==> src/rtl/pipe_stage_reg.sv <==
// -----------------------------------------------------------------------------
// pipe_stage_reg
//
// Inter-stage pipeline register (EX/MEM, MEM/WB) with a valid/ready handshake.
// It carries a data payload and a control field. The control field is cleared
// on flush, and out_ctrl reads zero whenever no entry is presented, so a bubble
// never drives a register write or a memory strobe. The stage also keeps a
// saturating count of back-pressure cycles.
//
// Build option:
//   SKID_BUFFER_EN  defined   -> two-entry skid buffer with a registered
//                                in_ready. Gives full throughput under
//                                single-cycle stalls with no combinational
//                                ready path.
//                   undefined -> single entry, in_ready = !out_valid || out_ready.
//
// Parameters:
//   DATA_W  payload width (held, cleared only by reset)
//   CTRL_W  control width (cleared by reset and flush)
//   CNT_W   stall counter width
//
// Ports:
//   clk          rising-edge clock
//   reset        asynchronous active-low reset
//   flush        synchronous flush; drops every held entry at this edge
//   in_valid     upstream entry present
//   in_ready     stage accepts this cycle
//   in_data      upstream payload
//   in_ctrl      upstream control
//   out_valid    entry presented downstream
//   out_ready    downstream accepts
//   out_data     held payload
//   out_ctrl     held control, forced to 0 when out_valid is 0
//   stall_count  saturating count of cycles with out_valid && !out_ready
// -----------------------------------------------------------------------------
module pipe_stage_reg #(
  parameter int DATA_W = 64,
  parameter int CTRL_W = 12,
  parameter int CNT_W  = 16
) (
  input  logic              clk,
  input  logic              reset,
  input  logic              flush,
  input  logic              in_valid,
  output logic              in_ready,
  input  logic [DATA_W-1:0] in_data,
  input  logic [CTRL_W-1:0] in_ctrl,
  output logic              out_valid,
  input  logic              out_ready,
  output logic [DATA_W-1:0] out_data,
  output logic [CTRL_W-1:0] out_ctrl,
  output logic [CNT_W-1:0]  stall_count
);

  logic [DATA_W-1:0] main_data_q;
  logic [CTRL_W-1:0] main_ctrl_q;
  logic [CNT_W-1:0]  stall_q;

`ifdef SKID_BUFFER_EN
  typedef enum logic [1:0] {
    ST_EMPTY = 2'd0,
    ST_FULL  = 2'd1,
    ST_SKID  = 2'd2
  } state_t;

  state_t            state_q, state_d;
  logic              in_ready_q;
  logic              main_load, main_from_skid, skid_load;
  logic [DATA_W-1:0] skid_data_q;
  logic [CTRL_W-1:0] skid_ctrl_q;

  // NOTE: sequential state uses non-blocking (<=) assignments only, so every
  // register samples the pre-edge values regardless of statement order.
  always_ff @(posedge clk or negedge reset) begin
    if (!reset) begin
      state_q    <= ST_EMPTY;
      in_ready_q <= 1'b1;
    end else begin
      state_q    <= state_d;
      // Ready is derived from the next state, so it is a clean flop output.
      in_ready_q <= (state_d != ST_SKID);
    end
  end

  // NOTE: every signal driven here gets a default first, so no path through
  // the case can leave one unassigned and infer a latch.
  always_comb begin
    state_d        = state_q;
    main_load      = 1'b0;
    main_from_skid = 1'b0;
    skid_load      = 1'b0;
    if (flush) begin
      state_d = ST_EMPTY;
    end else begin
      case (state_q)
        ST_EMPTY: begin
          if (in_valid) begin
            main_load = 1'b1;
            state_d   = ST_FULL;
          end
        end
        ST_FULL: begin
          if (out_ready) begin
            if (in_valid) main_load = 1'b1;
            else          state_d   = ST_EMPTY;
          end else if (in_valid) begin
            // Downstream stalled while upstream still believed we were ready.
            skid_load = 1'b1;
            state_d   = ST_SKID;
          end
        end
        ST_SKID: begin
          if (out_ready) begin
            main_from_skid = 1'b1;
            state_d        = ST_FULL;
          end
        end
        default: state_d = ST_EMPTY;
      endcase
    end
  end

  // NOTE: the payload registers are reset even though they are pure storage,
  // because out_data must read zero while reset is held.
  always_ff @(posedge clk or negedge reset) begin
    if (!reset) begin
      main_data_q <= '0;
      main_ctrl_q <= '0;
      skid_data_q <= '0;
      skid_ctrl_q <= '0;
    end else if (flush) begin
      // Payload is deliberately left alone; only control is scrubbed.
      main_ctrl_q <= '0;
      skid_ctrl_q <= '0;
    end else begin
      if (main_load) begin
        main_data_q <= in_data;
        main_ctrl_q <= in_ctrl;
      end else if (main_from_skid) begin
        main_data_q <= skid_data_q;
        main_ctrl_q <= skid_ctrl_q;
      end
      if (skid_load) begin
        skid_data_q <= in_data;
        skid_ctrl_q <= in_ctrl;
      end
    end
  end

  assign in_ready  = in_ready_q;
  assign out_valid = (state_q != ST_EMPTY);
`else
  logic valid_q;
  logic load;

  // Combinational ready: a full stage can still accept when downstream drains.
  assign in_ready = !valid_q || out_ready;
  assign load     = in_valid && in_ready;

  always_ff @(posedge clk or negedge reset) begin
    if (!reset) begin
      valid_q     <= 1'b0;
      main_data_q <= '0;
      main_ctrl_q <= '0;
    end else if (flush) begin
      valid_q     <= 1'b0;
      main_ctrl_q <= '0;
    end else if (load) begin
      valid_q     <= 1'b1;
      main_data_q <= in_data;
      main_ctrl_q <= in_ctrl;
    end else if (out_ready) begin
      valid_q <= 1'b0;
    end
  end

  assign out_valid = valid_q;
`endif

  // Back-pressure counter; flush does not disturb it.
  always_ff @(posedge clk or negedge reset) begin
    if (!reset) begin
      stall_q <= '0;
    end else if (out_valid && !out_ready && (stall_q != '1)) begin
      stall_q <= stall_q + {{(CNT_W-1){1'b0}}, 1'b1};
    end
  end

  assign out_data    = main_data_q;
  assign out_ctrl    = out_valid ? main_ctrl_q : '0;
  assign stall_count = stall_q;

endmodule

==> config.mk <==
export PLATFORM = sky130hd
export DESIGN_NAME = pipe_stage_reg
export DESIGN_NICKNAME = d
export VERILOG_FILES = /design/src/rtl/pipe_stage_reg.sv
export SDC_FILE = /design/constraint.sdc
export NUM_CORES = 1
export LEC_CHECK = 0
export CAP_MARGIN = 20
export CORE_ASPECT_RATIO = 1.2
export CORE_MARGIN = 3
export CORE_UTILIZATION = 37
export CTS_CLUSTER_DIAMETER = 80
export DETAILED_ROUTE_END_ITERATION = 10
export PLACE_DENSITY = 0.81
export SLEW_MARGIN = 20
export SYNTH_ARGS = -nofsm -noshare
export SYNTH_HDL_FRONTEND = slang
export SYNTH_SLANG_ARGS = --single-unit
==> constraint.sdc <==
create_clock -name clk -period 1.65 [get_ports clk]
set_input_delay 0.2475 -clock clk [delete_from_list [all_inputs] [get_ports clk]]
set_output_delay 0.2475 -clock clk [all_outputs]
set_load 0.02 [all_outputs]
Word level (Yosys, flattened, before mapping)
Cells that the tools add are included.

Bitwise operators: 1. Reductions and logical operators: 9. Equality and inequality tests: 1. Mux-type cells: 6. $add $sub $neg: 1.

Operators with widths (number): 12-bit 2-to-1 mux (3); 16-bit by 1-bit adder with 16-bit output (second input constant) (1); 16-bit != test (second input constant) (1); 1-bit logical AND (3); 1-bit 2-to-1 mux (3); 3-bit nonzero test (1); 1-bit zero test (2); 2-bit AND reduction (1); 2-bit nonzero test (1); 1-bit logical OR (1); 1-bit inverter (1).

Logic and storage cells: 22. Output and inout port bits: 94. Register bits after elaboration: 93. Input bits: 81.

Longest topological paths before layout
Depth in word-level cells: 5. Mapped depth: 7.

Worst setup path after synthesis
No wires, ideal clock.

Kind: flip-flop to flip-flop. Start: reg stall_q[0], in the netlist stall_count[0]. End: reg stall_q[1], in the netlist stall_count[1]. Data required time: 1525 ps. Setup slack: -143 ps. Setup time: 125 ps. Arrival time: 1669 ps. Cell stages (with the launch flop): 6. Clock period less this slack: 1793 ps. Cell sequence: dfrtp_1 > ha_1 > and4_1 > buf_6 > a31oi_1 > mux2_2.

Word-level cells in the longest chain between the ends: 2.

Ends and longest elaborated chain: start, declared (RTL line 57) `logic [CNT_W-1:0] stall_q;`; start signal, assigned (RTL line 185) `stall_q <= stall_q + {{(CNT_W-1){1'b0}}, 1'b1};`; branches (longest 2 deep; another with 16-bit by 1-bit adder with 16-bit output).

Several ways; the timed one is not identified. A chain may end at the register's enable or synchronous reset.

Worst setup path after layout
Start: reg valid_q, in the netlist out_valid. End: reg main_data_q[16], in the netlist out_data[16].

Word-level cells in the longest chain between the ends: 4.

Ends and longest elaborated chain: start, declared (RTL line 153) `logic valid_q;`; start signal, assigned (RTL line 162) `valid_q <= 1'b0;`; start signal, assigned (RTL line 166) `valid_q <= 1'b0;`; start signal, assigned (RTL line 169) `valid_q <= 1'b1;`; 1-bit zero test (RTL line 157) `assign in_ready = !valid_q || out_ready;`; 1-bit logical OR (RTL line 157); 1-bit logical AND (RTL line 158) `assign load = in_valid && in_ready;`; 2-bit AND reduction (no line); end signal, assigned (RTL line 170) `main_data_q <= in_data;`; end, declared (RTL line 55) `logic [DATA_W-1:0] main_data_q;`.

No other way between the ends.

==> tab_implementation.tex <==
\begin{tabular}{lr}
\hline
Metric & Value \\
\hline
\multicolumn{2}{l}{\textbf{Run status}} \\
\quad Run status & finished, final reports clean \\
\multicolumn{2}{l}{\textbf{Finish}} \\
\quad Number of diodes added for antenna fixing & 0 \\
\quad Layout overhead on the synthesized area & 63.7\% \\
\quad Share of layout cells above drive strength 1 & a little over a quarter \\
\quad Core occupancy in the finished layout & slightly above 60\% \\
\quad Nets@finish & roughly 540 \\
\quad Final Cell Area & $\sim$6300 um2 \\
\multicolumn{2}{l}{\textbf{Global routing}} \\
\quad First-pass GRT wire length & roughly 16 mm \\
\quad Number of global-route vias before repair & about 3,200 \\
\quad Overall global routing resource usage & approximately 17\% \\
\quad Number of antenna violations at the first check in global routing & 0 \\
\quad Maximum number of pins on one net before global-route repair & between 40 and 50 \\
\quad GRT overflow & 0 \\
\multicolumn{2}{l}{\textbf{STA}} \\
\quad Peak Freq & about 610 MHz \\
\quad Post-route clock skew & 5.45 ps \\
\quad Setup repair after global routing missed its margin & yes \\
\quad Headroom to the max-slew limit & 66.9\% \\
\quad Final Max Slew Viols & 0 \\
\quad Number of endpoints with negative hold slack in the final report & 0 \\
\quad Final TNS setup & 0 ps \\
\quad Final critical delay including setup and external delays & $\sim$1600 ps \\
\quad Final Worst Setup Slack & approximately 4.2 ps \\
\quad Tcrit/Tclk final & between 90 and 100\% \\
\quad Number of endpoints failing setup at the final stage & 0 \\
\quad Worst-margin pin slew & 496 ps \\
\multicolumn{2}{l}{\textbf{Synthesis}} \\
\quad Area share of the largest cell type after synthesis & 60.8\% \\
\quad Synth cell types & 35 \\
\quad Cell types occupying the most area after synthesis & sky130\_fd\_sc\_hd\_\_dfrtp\_1 61\%, sky130\_fd\_sc\_hd\_\_mux2\_2 19\%, sky130\_fd\_sc\_hd\_\_a22o\_1 2.7\% \\
\quad Number of instances in the synthesized netlist & between 200 and 300 \\
\quad Average footprint of a synthesized cell & approximately 15 um2 \\
\quad \#FFs+latches synth & 93 \\
\quad Cell taking the most area after synthesis & sky130\_fd\_sc\_hd\_\_dfrtp\_1 \\
\quad Syn Nets & 343 \\
\quad Post-synth EDFFs & 0 \\
\quad Share of synthesized flip-flops with an asynchronous set or reset & 100\% \\
\quad Dominant synthesized flop cell & sky130\_fd\_sc\_hd\_\_dfrtp\_1 \\
\quad Proportion of synthesized chip area in sequential cells & about three fifths \\
\quad Number of warnings printed during yosys synthesis & 0 \\
\quad Cell area after synthesis & roughly 3800 um2 \\
\multicolumn{2}{l}{\textbf{Power and ir drop}} \\
\quad Power per standard cell area & between 1000 and 1500 nW/um2 \\
\quad Peak VDD IR & 0.786 mV \\
\quad Overall power consumption & between 6000 and 7000 uW \\
\quad Static Leak & 0.00274 uW \\
\multicolumn{2}{l}{\textbf{Floorplan}} \\
\quad Std-Cell Core Area & 10,100 um2 \\
\quad Die Area & around 12,000 um2 \\
\quad Chip Height & 117 um \\
\quad Width of the die & around 99 um \\
\quad Initial core utilization & a little under two fifths \\
\quad Top-level port count & about 180 \\
\quad Core Rows & 40 \\
\multicolumn{2}{l}{\textbf{Detailed routing}} \\
\quad Wirelength, routed & between 10 and 15 mm \\
\quad Count of routing violations after the opening detailed-route iteration & 35 \\
\quad Antenna-violating nets left & 0 \\
\quad Routed vias & about 2,900 \\
\quad Mean routed wirelength per cell & 17.7 um \\
\quad Detailed-route DRC error count & 0 \\
\quad Number of iterations in the first detailed-routing pass & 4 \\
\quad Via density per instance & about 5.0 \\
\multicolumn{2}{l}{\textbf{CTS}} \\
\quad Clock insertion delay at the later pin of the skew report & 330 ps \\
\quad Number of CTS-inserted buffers & 9 \\
\quad Clock net sink count & 93 \\
\quad Number of levels the H-tree was split into & 3 \\
\quad Clock root buffer & sky130\_fd\_sc\_hd\_\_clkbuf\_16 \\
\quad Clock-pin slew on the worst setup and hold paths & roughly 60 ps \\
\quad Buffers from clock root to sink, at most & 2 \\
\quad TritonCTS clock tree & done \\
\multicolumn{2}{l}{\textbf{Setup path}} \\
\quad Logic depth of the worst register-to-register path & 7 \\
\quad Worst stage delay on the critical path & $\sim$400 ps \\
\quad Worst EP required & 1860 ps \\
\quad Sort of element at the end of the critical path & flop \\
\quad Slowest cell on the critical path & sky130\_fd\_sc\_hd\_\_dfrtp\_2 \\
\quad Largest fanout on the critical path & 10 \\
\quad Critical path class & flop to flop \\
\quad Reg2Reg Capture Point & out\_data[16]\$\_DFFE\_PN0P\_ \\
\quad Startpoint types & flop \\
\quad Slack of the worst reg-to-reg path & between 4 and 5 ps \\
\quad Sequence of cells on the critical path & and2b\_4 > inv\_4 > nand2\_4 > nor2\_4 > buf\_12 > clkbuf\_16 > mux2\_2 \\
\quad Worst Path Arrival & 1860 ps \\
\quad Worst Setup SP & out\_valid\$\_DFFE\_PN0P\_ \\
\quad Startpoint of the worst register-to-register path & out\_valid\$\_DFFE\_PN0P\_ \\
\multicolumn{2}{l}{\textbf{Place}} \\
\quad Post-place setup slack & -317 ps \\
\quad GP Congestion & between 0.8 and 0.9 \\
\quad PortBufs & around 170 \\
\quad Placed standard-cell area & just under 6000 um2 \\
\quad DP Wirelength & roughly 7.4 mm \\
\multicolumn{2}{l}{\textbf{Job}} \\
\quad Maximum Capacitance Violations & 0 \\
\multicolumn{2}{l}{\textbf{Hold path}} \\
\quad Classification of the worst-slack hold path & primary input to async pin \\
\hline
\end{tabular}
-- layout by cell type, fill, tap and decap left out, types with 2 or more instances in the layout --
master                              n
sky130_fd_sc_hd__clkdlybuf4s50_1  146
sky130_fd_sc_hd__dfrtp_1           90
sky130_fd_sc_hd__mux2_2            57
sky130_fd_sc_hd__buf_4             18
sky130_fd_sc_hd__and2_1            13
sky130_fd_sc_hd__a22o_1            12
sky130_fd_sc_hd__clkbuf_16         12
sky130_fd_sc_hd__dlygate4sd2_1     12
sky130_fd_sc_hd__clkdlybuf4s15_1    9
sky130_fd_sc_hd__xor2_1             8
sky130_fd_sc_hd__nand3_1            7
sky130_fd_sc_hd__mux2_4             6
sky130_fd_sc_hd__nor2_1             6
sky130_fd_sc_hd__nand2_1            5
sky130_fd_sc_hd__buf_12             5
sky130_fd_sc_hd__mux2_1             4
sky130_fd_sc_hd__nor2_4             3
sky130_fd_sc_hd__a21oi_1            3
sky130_fd_sc_hd__a31oi_1            3
sky130_fd_sc_hd__a311oi_1           3
sky130_fd_sc_hd__dfrtp_2            3
sky130_fd_sc_hd__dlymetal6s2s_1     3
sky130_fd_sc_hd__clkbuf_2           3
sky130_fd_sc_hd__nand3_2            2
sky130_fd_sc_hd__nand4_1            2
sky130_fd_sc_hd__and3_1             2
sky130_fd_sc_hd__o211ai_1           2
sky130_fd_sc_hd__xnor2_1            2
sky130_fd_sc_hd__clkinv_2           2
sky130_fd_sc_hd__clkbuf_8           2
-- Yosys cell counts (2+ instances only) --
cell type                  instances
sky130_fd_sc_hd__a21oi_1           3
sky130_fd_sc_hd__nor2_4            2
sky130_fd_sc_hd__nor2_1            6
sky130_fd_sc_hd__nand3_1           8
sky130_fd_sc_hd__mux2_1            4
sky130_fd_sc_hd__dfrtp_1          93
sky130_fd_sc_hd__a22o_1           12
sky130_fd_sc_hd__buf_6             6
sky130_fd_sc_hd__and3_1            2
sky130_fd_sc_hd__o211ai_1          2
sky130_fd_sc_hd__xnor2_1           2
sky130_fd_sc_hd__buf_2             5
sky130_fd_sc_hd__and2_1           13
sky130_fd_sc_hd__a311oi_1          3
sky130_fd_sc_hd__nand4_1           2
sky130_fd_sc_hd__xor2_1            8
sky130_fd_sc_hd__nand2_1           6
sky130_fd_sc_hd__mux2_2           63
sky130_fd_sc_hd__a31oi_1           4
sky130_fd_sc_hd__nor3_2            2
-- where the power goes --
| part | total (uW) | switching [uW] | internal, uW | leakage, uW |
|---|---|---|---|---|
| Clock | 1880 | 796 | 1080 | 0.000134 |
| Sequential | 2860 | 226 | 2630 | 0.00114 |
| Combinational | 1990 | 893 | 1100 | 0.00147 |
| Total | 6730 | 1910 | 4810 | 0.00274 |
-- through the flow --
step / hold slack (ps) / cells
after detailed placement: 252 / 568
final: 423 / 590
after CTS: 432 / 583
after floorplan: -48.1 / 261
after global routing: 457 / 590
after global placement: 240 / 568
-- kinds of logic after synthesis --
family                   synth area share (%)
AO/OA/AOI/OAI                            6.31
XOR/XNOR                                 2.29
adder cells (fa/ha/maj)                 0.327
buffers and inverters                    2.71
flip-flops                               60.8
multiplexers                             19.7
AND/OR/NAND/NOR                          7.79
-- registers in the layout, summed over array words and instances, names as in the netlist --
name	flops
out_data	64
out_valid	1
main_ctrl_q	12
stall_count	16
-- critical path: cells and delay by family, from the launching register on --
family | cells | cell delay, ps
buf+inv | 3 | 410
flops | 1 | 400
mux | 1 | 340
simple gates | 3 | 380
-- repair_timing --
action | 4_1_cts | 5_1_grt
setup endpoints to repair | 38 | 64
endpoints found under the hold margin | 34 | 0
pin swaps | 0 | 0
cloned | 0 | 5
resized for setup | 26 | 32
buffers inserted | 0 | 2
hold buffers | 1 | 0
-- worst max path at each step --
stage                                       endpoint
final                       out_data[16]$_DFFE_PN0P_
after detailed placement    out_data[20]$_DFFE_PN0P_
after global placement      out_data[59]$_DFFE_PN0P_
after CTS                   out_data[59]$_DFFE_PN0P_
after global routing        out_data[16]$_DFFE_PN0P_
after floorplan           stall_count[1]$_DFFE_PN0P_
-- metal layers --
metal  GRT usage [%]  share of wire [%]  vias to the layer above
li1                -                  -                     1345
met1            19.8                 38                     1471
met2            30.2                 54                      107
met3            3.39                6.0                       18
met4            8.28                2.4                        0
met5               0                  0                        -
-- cell type report --
cell class	count	area, um2
clock buffers	12	256
clock inverters	2	10.0
fillers	770	3800
inverters	2	10.0
multi-input cells	154	1450
flip-flops and latches	93	2330
well taps	126	158
repair buffers	201	2040
No activity file was read; power rests on OpenSTA's default activity.
==> variant 1 (same flow settings) <==
Register the output `stall_count` once more, without a reset; this adds one clock of latency there. The other outputs are not delayed to match. Comments in the files are not updated.
--- a/src/rtl/pipe_stage_reg.sv
+++ b/src/rtl/pipe_stage_reg.sv
@@ -188,7 +188,9 @@
 
   assign out_data    = main_data_q;
   assign out_ctrl    = out_valid ? main_ctrl_q : '0;
-  assign stall_count = stall_q;
+  always_ff @(posedge clk) begin
+    stall_count <= stall_q;
+  end
 
 endmodule
 
Behaviour: not the same (Yosys sat finds a counterexample within 4 cycles, from zero or initial values and one cycle with reset low).
==> variant 1 against the unedited design <==
Sequential share of layout area is 1.6 points higher. Total power is 15% higher. Non-clock buffer count is 13 higher. Synthesized area is 6.0% higher. Largest power group unchanged. Sequential cell count is 16 higher. Design area is 9.0% higher. Sequential power is 17% higher. Worst setup slack better by 0.0029 ns. Clock power is 10% higher. Maximum frequency is 0.18% higher. Critical endpoint is now out_data[8]$_DFFE_PN0P_. Routed wire length is 5.4% higher.
==> variant 1: results <==
export IMPL_grt_max_degree=50
export IMPL_dpl_cell_area_um2=6200
export IMPL_vdd_drop_max_v=0.000801
export IMPL_via_count=3003
export IMPL_crit_slowest_cell="dfrtp_2"
export IMPL_gp_congestion=0.785
export IMPL_worstMarginPinSlew_ns=0.556
export IMPL_skew_ns=0.00845
export IMPL_synth_distinct_cells=34
export IMPL_clock_latency_ns=0.34
export IMPL_ys_flop_type="dfrtp_1"
export IMPL_layout_nets=568
export IMPL_grt_pass1_vias=3128
export IMPL_dpl_hpwl_mm=7.90
export IMPL_yosysWarnings=0
export IMPL_outcome="complete, no violations"
export IMPL_fillers=802
export IMPL_hold_path_class="in -> async"
export IMPL_antenna_cells=0
export IMPL_critPathArrivalTime_ns=1.86
export IMPL_dp_cells=595
export IMPL_largest_reg_flops=64
export IMPL_static_leakage_power_nw=2.97
export IMPL_synth_common_cells="dfrtp_1 (93), mux2_2 (66), dfxtp_1 (16), a22o_1 (12), and2_1 (12)"
export IMPL_drive_above_1_share_pct=28.7
export IMPL_final_instance_count_excl_fill=620
export IMPL_synth_seq_area_share_pct=65.3
export IMPL_port_buffers=174
export IMPL_finalMaxSlewViolations=0
export IMPL_first_pass_iters=4
export IMPL_cts_made_buffers=9
export IMPL_synth_nets=355
export IMPL_synth_area_top_cells="dfrtp_1 (57%), mux2_2 (18%), dfxtp_1 (7.9%), a22o_1 (2.6%), and2_1 (1.9%)"
export IMPL_cts_htree_levels=3
export IMPL_clkTransAtPathRegs_ns=0.07
export IMPL_drtIter0Drc=95
export IMPL_antenna_found_initial=0
export IMPL_wl_mm=11.0
export IMPL_root_buffer="clkbuf_16"
export IMPL_syn_avg_cell_area_um2=14.8
export IMPL_crit_fanout=8
export IMPL_clockBufferDepth=2
export IMPL_slowest_delay_ns=0.40
export IMPL_grt_usage_pct=16.6
export IMPL_synthArstFlopShare_pct=85.3
export IMPL_grt_pass1_wl_mm=15.7
-- variant 1: kinds of logic after synthesis --
family          share of synthesized area (%)
compound gates                           5.65
xor+xnor                                 2.38
fa+ha+maj                               0.309
buf+inv                                  1.70
flops                                    65.3
mux                                      18.3
simple gates                             6.33
-- variant 1: what timing repair did --
item                                    4_1_cts  5_1_grt
pin swaps                                     1        4
gates resized for setup                      17       74
gates cloned                                  0        2
hold buffers                                  1        0
setup buffers                                 1        5
hold endpoints to repair                     34        0
endpoints found under the setup margin       29       76
-- variant 1: path summary, 6_finish.rpt --
kind | slack [ns] | depth (start not counted) | start | endpoint
setup / recovery | 0.007 | 7 | out_valid$_DFFE_PN0P_ | out_data[8]$_DFFE_PN0P_
hold / removal | 0.43 | 2 | reset | main_ctrl_q[6]$_DFFE_PN0P_
setup reg to reg | 0.007 | 7 | out_valid$_DFFE_PN0P_ | out_data[8]$_DFFE_PN0P_
hold reg to reg | 0.45 | 0 | stall_q[14]$_DFFE_PN0P_ | stall_count[14]$_DFF_P_
max in group asynchronous | 0.58 | 3 | reset | out_data[3]$_DFFE_PN0P_
min in group clk | 0.45 | 0 | stall_q[14]$_DFFE_PN0P_ | stall_count[14]$_DFF_P_
-- variant 1: routing by layer --
layer	up-vias	GRT usage, %	routed length [um]
met5	-	0	0
met4	0	4.49	186
met3	16	4.62	622
met2	94	30.3	5950
met1	1498	18.5	4230
li1	1395	-	-
-- variant 1: final cells by class --
type / instances / area (um^2) / area share [%]
Timing Repair Buffer: 214 / 2160 / 31.7
Clock inverter: 5 / 52.6 / 0.770
Tap cell: 129 / 161 / 2.37
Sequential cell: 109 / 2650 / 38.8
Clock buffer: 11 / 233 / 3.41
Inverter: 3 / 16.3 / 0.238
Multi-Input combinational cell: 149 / 1550 / 22.7
-- variant 1: where the power goes --
group	total [mW]	switching, mW	internal [mW]
clock network	2.07	0.899	1.17
registers	3.35	0.246	3.10
logic	2.29	0.994	1.29
total	7.70	2.14	5.57
-- variant 1: worst max-delay path: cells and delay by family (launching register included) --
family	cells	cell delay, ns
muxes	1	0.30
and+or+nand+nor	3	0.39
buffers and inverters	3	0.42
DFF	1	0.40
-- variant 1: through the flow --
| stage | total power [mW] | TNS (ns) | utilization [%] | setup WS [ns] |
|---|---|---|---|---|
| finish | 7.70 | 0 | 64.3 | 0.00712 |
| floorplan | 4.27 | -0.0488 | - | -0.00244 |
| detailed placement | 5.49 | -25.05 | 58.4 | -0.370 |
| CTS | 7.58 | -0.000377 | 61.1 | -0.000317 |
| global route | 8.06 | -1.52 | 64.3 | -0.0507 |
| global placement | 5.42 | -26.44 | 58.4 | -0.352 |
==> variant 2 (config.mk and constraints unchanged) <==
Without the edit above. The parameter `CTRL_W` goes from 12 to 24.
--- a/src/rtl/pipe_stage_reg.sv
+++ b/src/rtl/pipe_stage_reg.sv
@@ -35,7 +35,7 @@
 // -----------------------------------------------------------------------------
 module pipe_stage_reg #(
   parameter int DATA_W = 64,
-  parameter int CTRL_W = 12,
+  parameter int CTRL_W = 24,
   parameter int CNT_W  = 16
 ) (
   input  logic              clk,
Ports: changed (resized in_ctrl and out_ctrl); port bits go from 175 to 199. The function was not compared with the original's and may differ.
==> variant 2 against the unedited design <==
The run now ends with setup timing left. Synthesized area rose by 9.5%. Routed wire length rose by 15%. Worst setup slack got worse by 0.048 ns. Total power rose by 14%. Design area rose by 14%. Via count rose by 10%. Synthesized cell count rose by 11%. Sequential cell count rose by 12.
==> variant 2: results <==
export IMPL_cap_violations=0
export IMPL_grt_usage_pct=18.0
export IMPL_layout_nets=620
export IMPL_dpl_cell_area_um2=6590
export IMPL_vdd_drop_max_v=0.000628
export IMPL_antenna_found_initial=0
export IMPL_synth_seq_area_share_pct=62.8
export IMPL_skew_ns=0.00781
export IMPL_via_count=3245
export IMPL_violations="setup timing"
export IMPL_first_pass_iters=4
export IMPL_cts_made_buffers=9
export IMPL_crit_fanout=9
export IMPL_worst_slack_ns=-0.0435
export IMPL_drive_above_1_share_pct=30.7
export IMPL_muxShareOfSynthArea_pct=17.8
export IMPL_largest_reg_flops=64
export IMPL_static_leakage_power_nw=3.16
export IMPL_wl_mm=11.9
export IMPL_antenna_cells=0
export IMPL_dpl_hpwl_mm=8.29
export IMPL_dp_cells=632
export IMPL_port_buffers=198
export IMPL_clkTransAtPathRegs_ns=0.07
export IMPL_synthArstFlopShare_pct=100
export IMPL_worstMarginPinSlew_ns=0.584
export IMPL_synth_nets=385
export IMPL_outcome="finished with violations"
export IMPL_cts_htree_levels=3
export IMPL_gp_congestion=0.769
export IMPL_synth_area_top_cells="dfrtp_1 (63%), mux2_2 (17%), a22o_1 (5.0%), and2_1 (3.6%), xnor2_1 (1.7%)"
export IMPL_grt_pass1_vias=3466
export IMPL_grt_max_degree=106
export IMPL_final_instance_count_excl_fill=660
export IMPL_synth_xor_area_share_pct=2.93
export IMPL_synth_distinct_cells=30
export IMPL_setup_viol_count_final=22
export IMPL_synth_compound_area_share_pct=5.35
export IMPL_fin_tns_setup_ns=-0.626
export IMPL_clock_latency_ns=0.34
export IMPL_synth_common_cells="dfrtp_1 (105), mux2_2 (65), a22o_1 (24), and2_1 (24), buf_2 (12)"
export IMPL_synth_adder_area_share_pct=0.299
export IMPL_clockBufferDepth=2
export IMPL_drtIter0Drc=92
export IMPL_netlist_instances=291
export IMPL_yosysWarnings=0
export IMPL_grt_pass1_wl_mm=17.6
export IMPL_hold_path_class="in -> async"
export IMPL_root_buffer="clkbuf_16"
[variant 2: cell count changes after synthesis, moves of 4 or more]
cell / unedited run / this run
buf_2: 5 / 12
and2_1: 13 / 24
dfrtp_1: 93 / 105
buf_6: 6 / 0
a22o_1: 12 / 24
xnor2_1: 2 / 8
a31oi_1: 4 / 0
[variant 2: critical path, cell delays in order (launching register included)]
cell and delay, ns:
dfrtp_2 0.44, and2b_2 0.23, inv_4 0.07, nand2_4 0.05, nor2_4 0.15, buf_12 0.15
clkbuf_16 0.16, mux2_2 0.33
[variant 2: stage by stage]
step	worst slack (ns)	power [mW]
floorplan	-0.109	4.14
global placement	-0.309	5.30
detailed placement	-0.347	5.36
CTS	-0.0410	7.56
global route	-0.0894	7.98
finish	-0.0435	7.64
[variant 2: cell type report]
class                   count  area, um^2
clock buffers               9         225
fillers                   807        3610
well taps                 129         161
inverters                   2        10.0
multi-input cells         170        1640
clock inverters             7        83.8
repair buffers            238        2390
flip-flops and latches    105        2650
[variant 2: cells by family (layout without fill, tap and decap cells)]
kind of cell | Yosys count | in the layout
compound gates | 26 | 26
xor+xnor | 14 | 14
fa+ha+maj | 1 | 1
buf+inv | 16 | 256
flops | 105 | 105
mux | 66 | 66
simple gates | 63 | 63
[variant 2: final timing paths]
check,endpoint,slack (ns),cells past startpoint,startpoint
setup / recovery,out_data[12]$_DFFE_PN0P_,-0.04,7,out_valid$_DFFE_PN0P_
min in group clk,main_ctrl_q[20]$_DFFE_PN0P_,0.49,1,main_ctrl_q[20]$_DFFE_PN0P_
hold reg to reg,main_ctrl_q[20]$_DFFE_PN0P_,0.49,1,main_ctrl_q[20]$_DFFE_PN0P_
setup reg to reg,out_data[12]$_DFFE_PN0P_,-0.04,7,out_valid$_DFFE_PN0P_
hold / removal,stall_count[9]$_DFFE_PN0P_,0.49,3,reset
max in group asynchronous,out_valid$_DFFE_PN0P_,0.65,3,reset
[variant 2: what timing repair did]
action	CTS	global route
buffers inserted	0	7
hold buffers	1	0
setup endpoints to repair	112	111
cloned	0	4
gates resized for setup	64	47
hold endpoints to repair	36	0
pin swaps	1	4
[variant 2: where the power goes]
group          internal, mW  switching, mW
Sequential             2.95          0.250
Clock                  1.21           1.02
Combinational          1.24          0.974
[variant 2: layer usage]
layer / share of wire (%) / vias to the layer above / track usage, %
met5: 0 / - / 0
met4: 0.87 / 0 / 6.07
met3: 7.9 / 9 / 5.12
met2: 52 / 120 / 30.6
met1: 39 / 1617 / 21.9
li1: - / 1499 / -
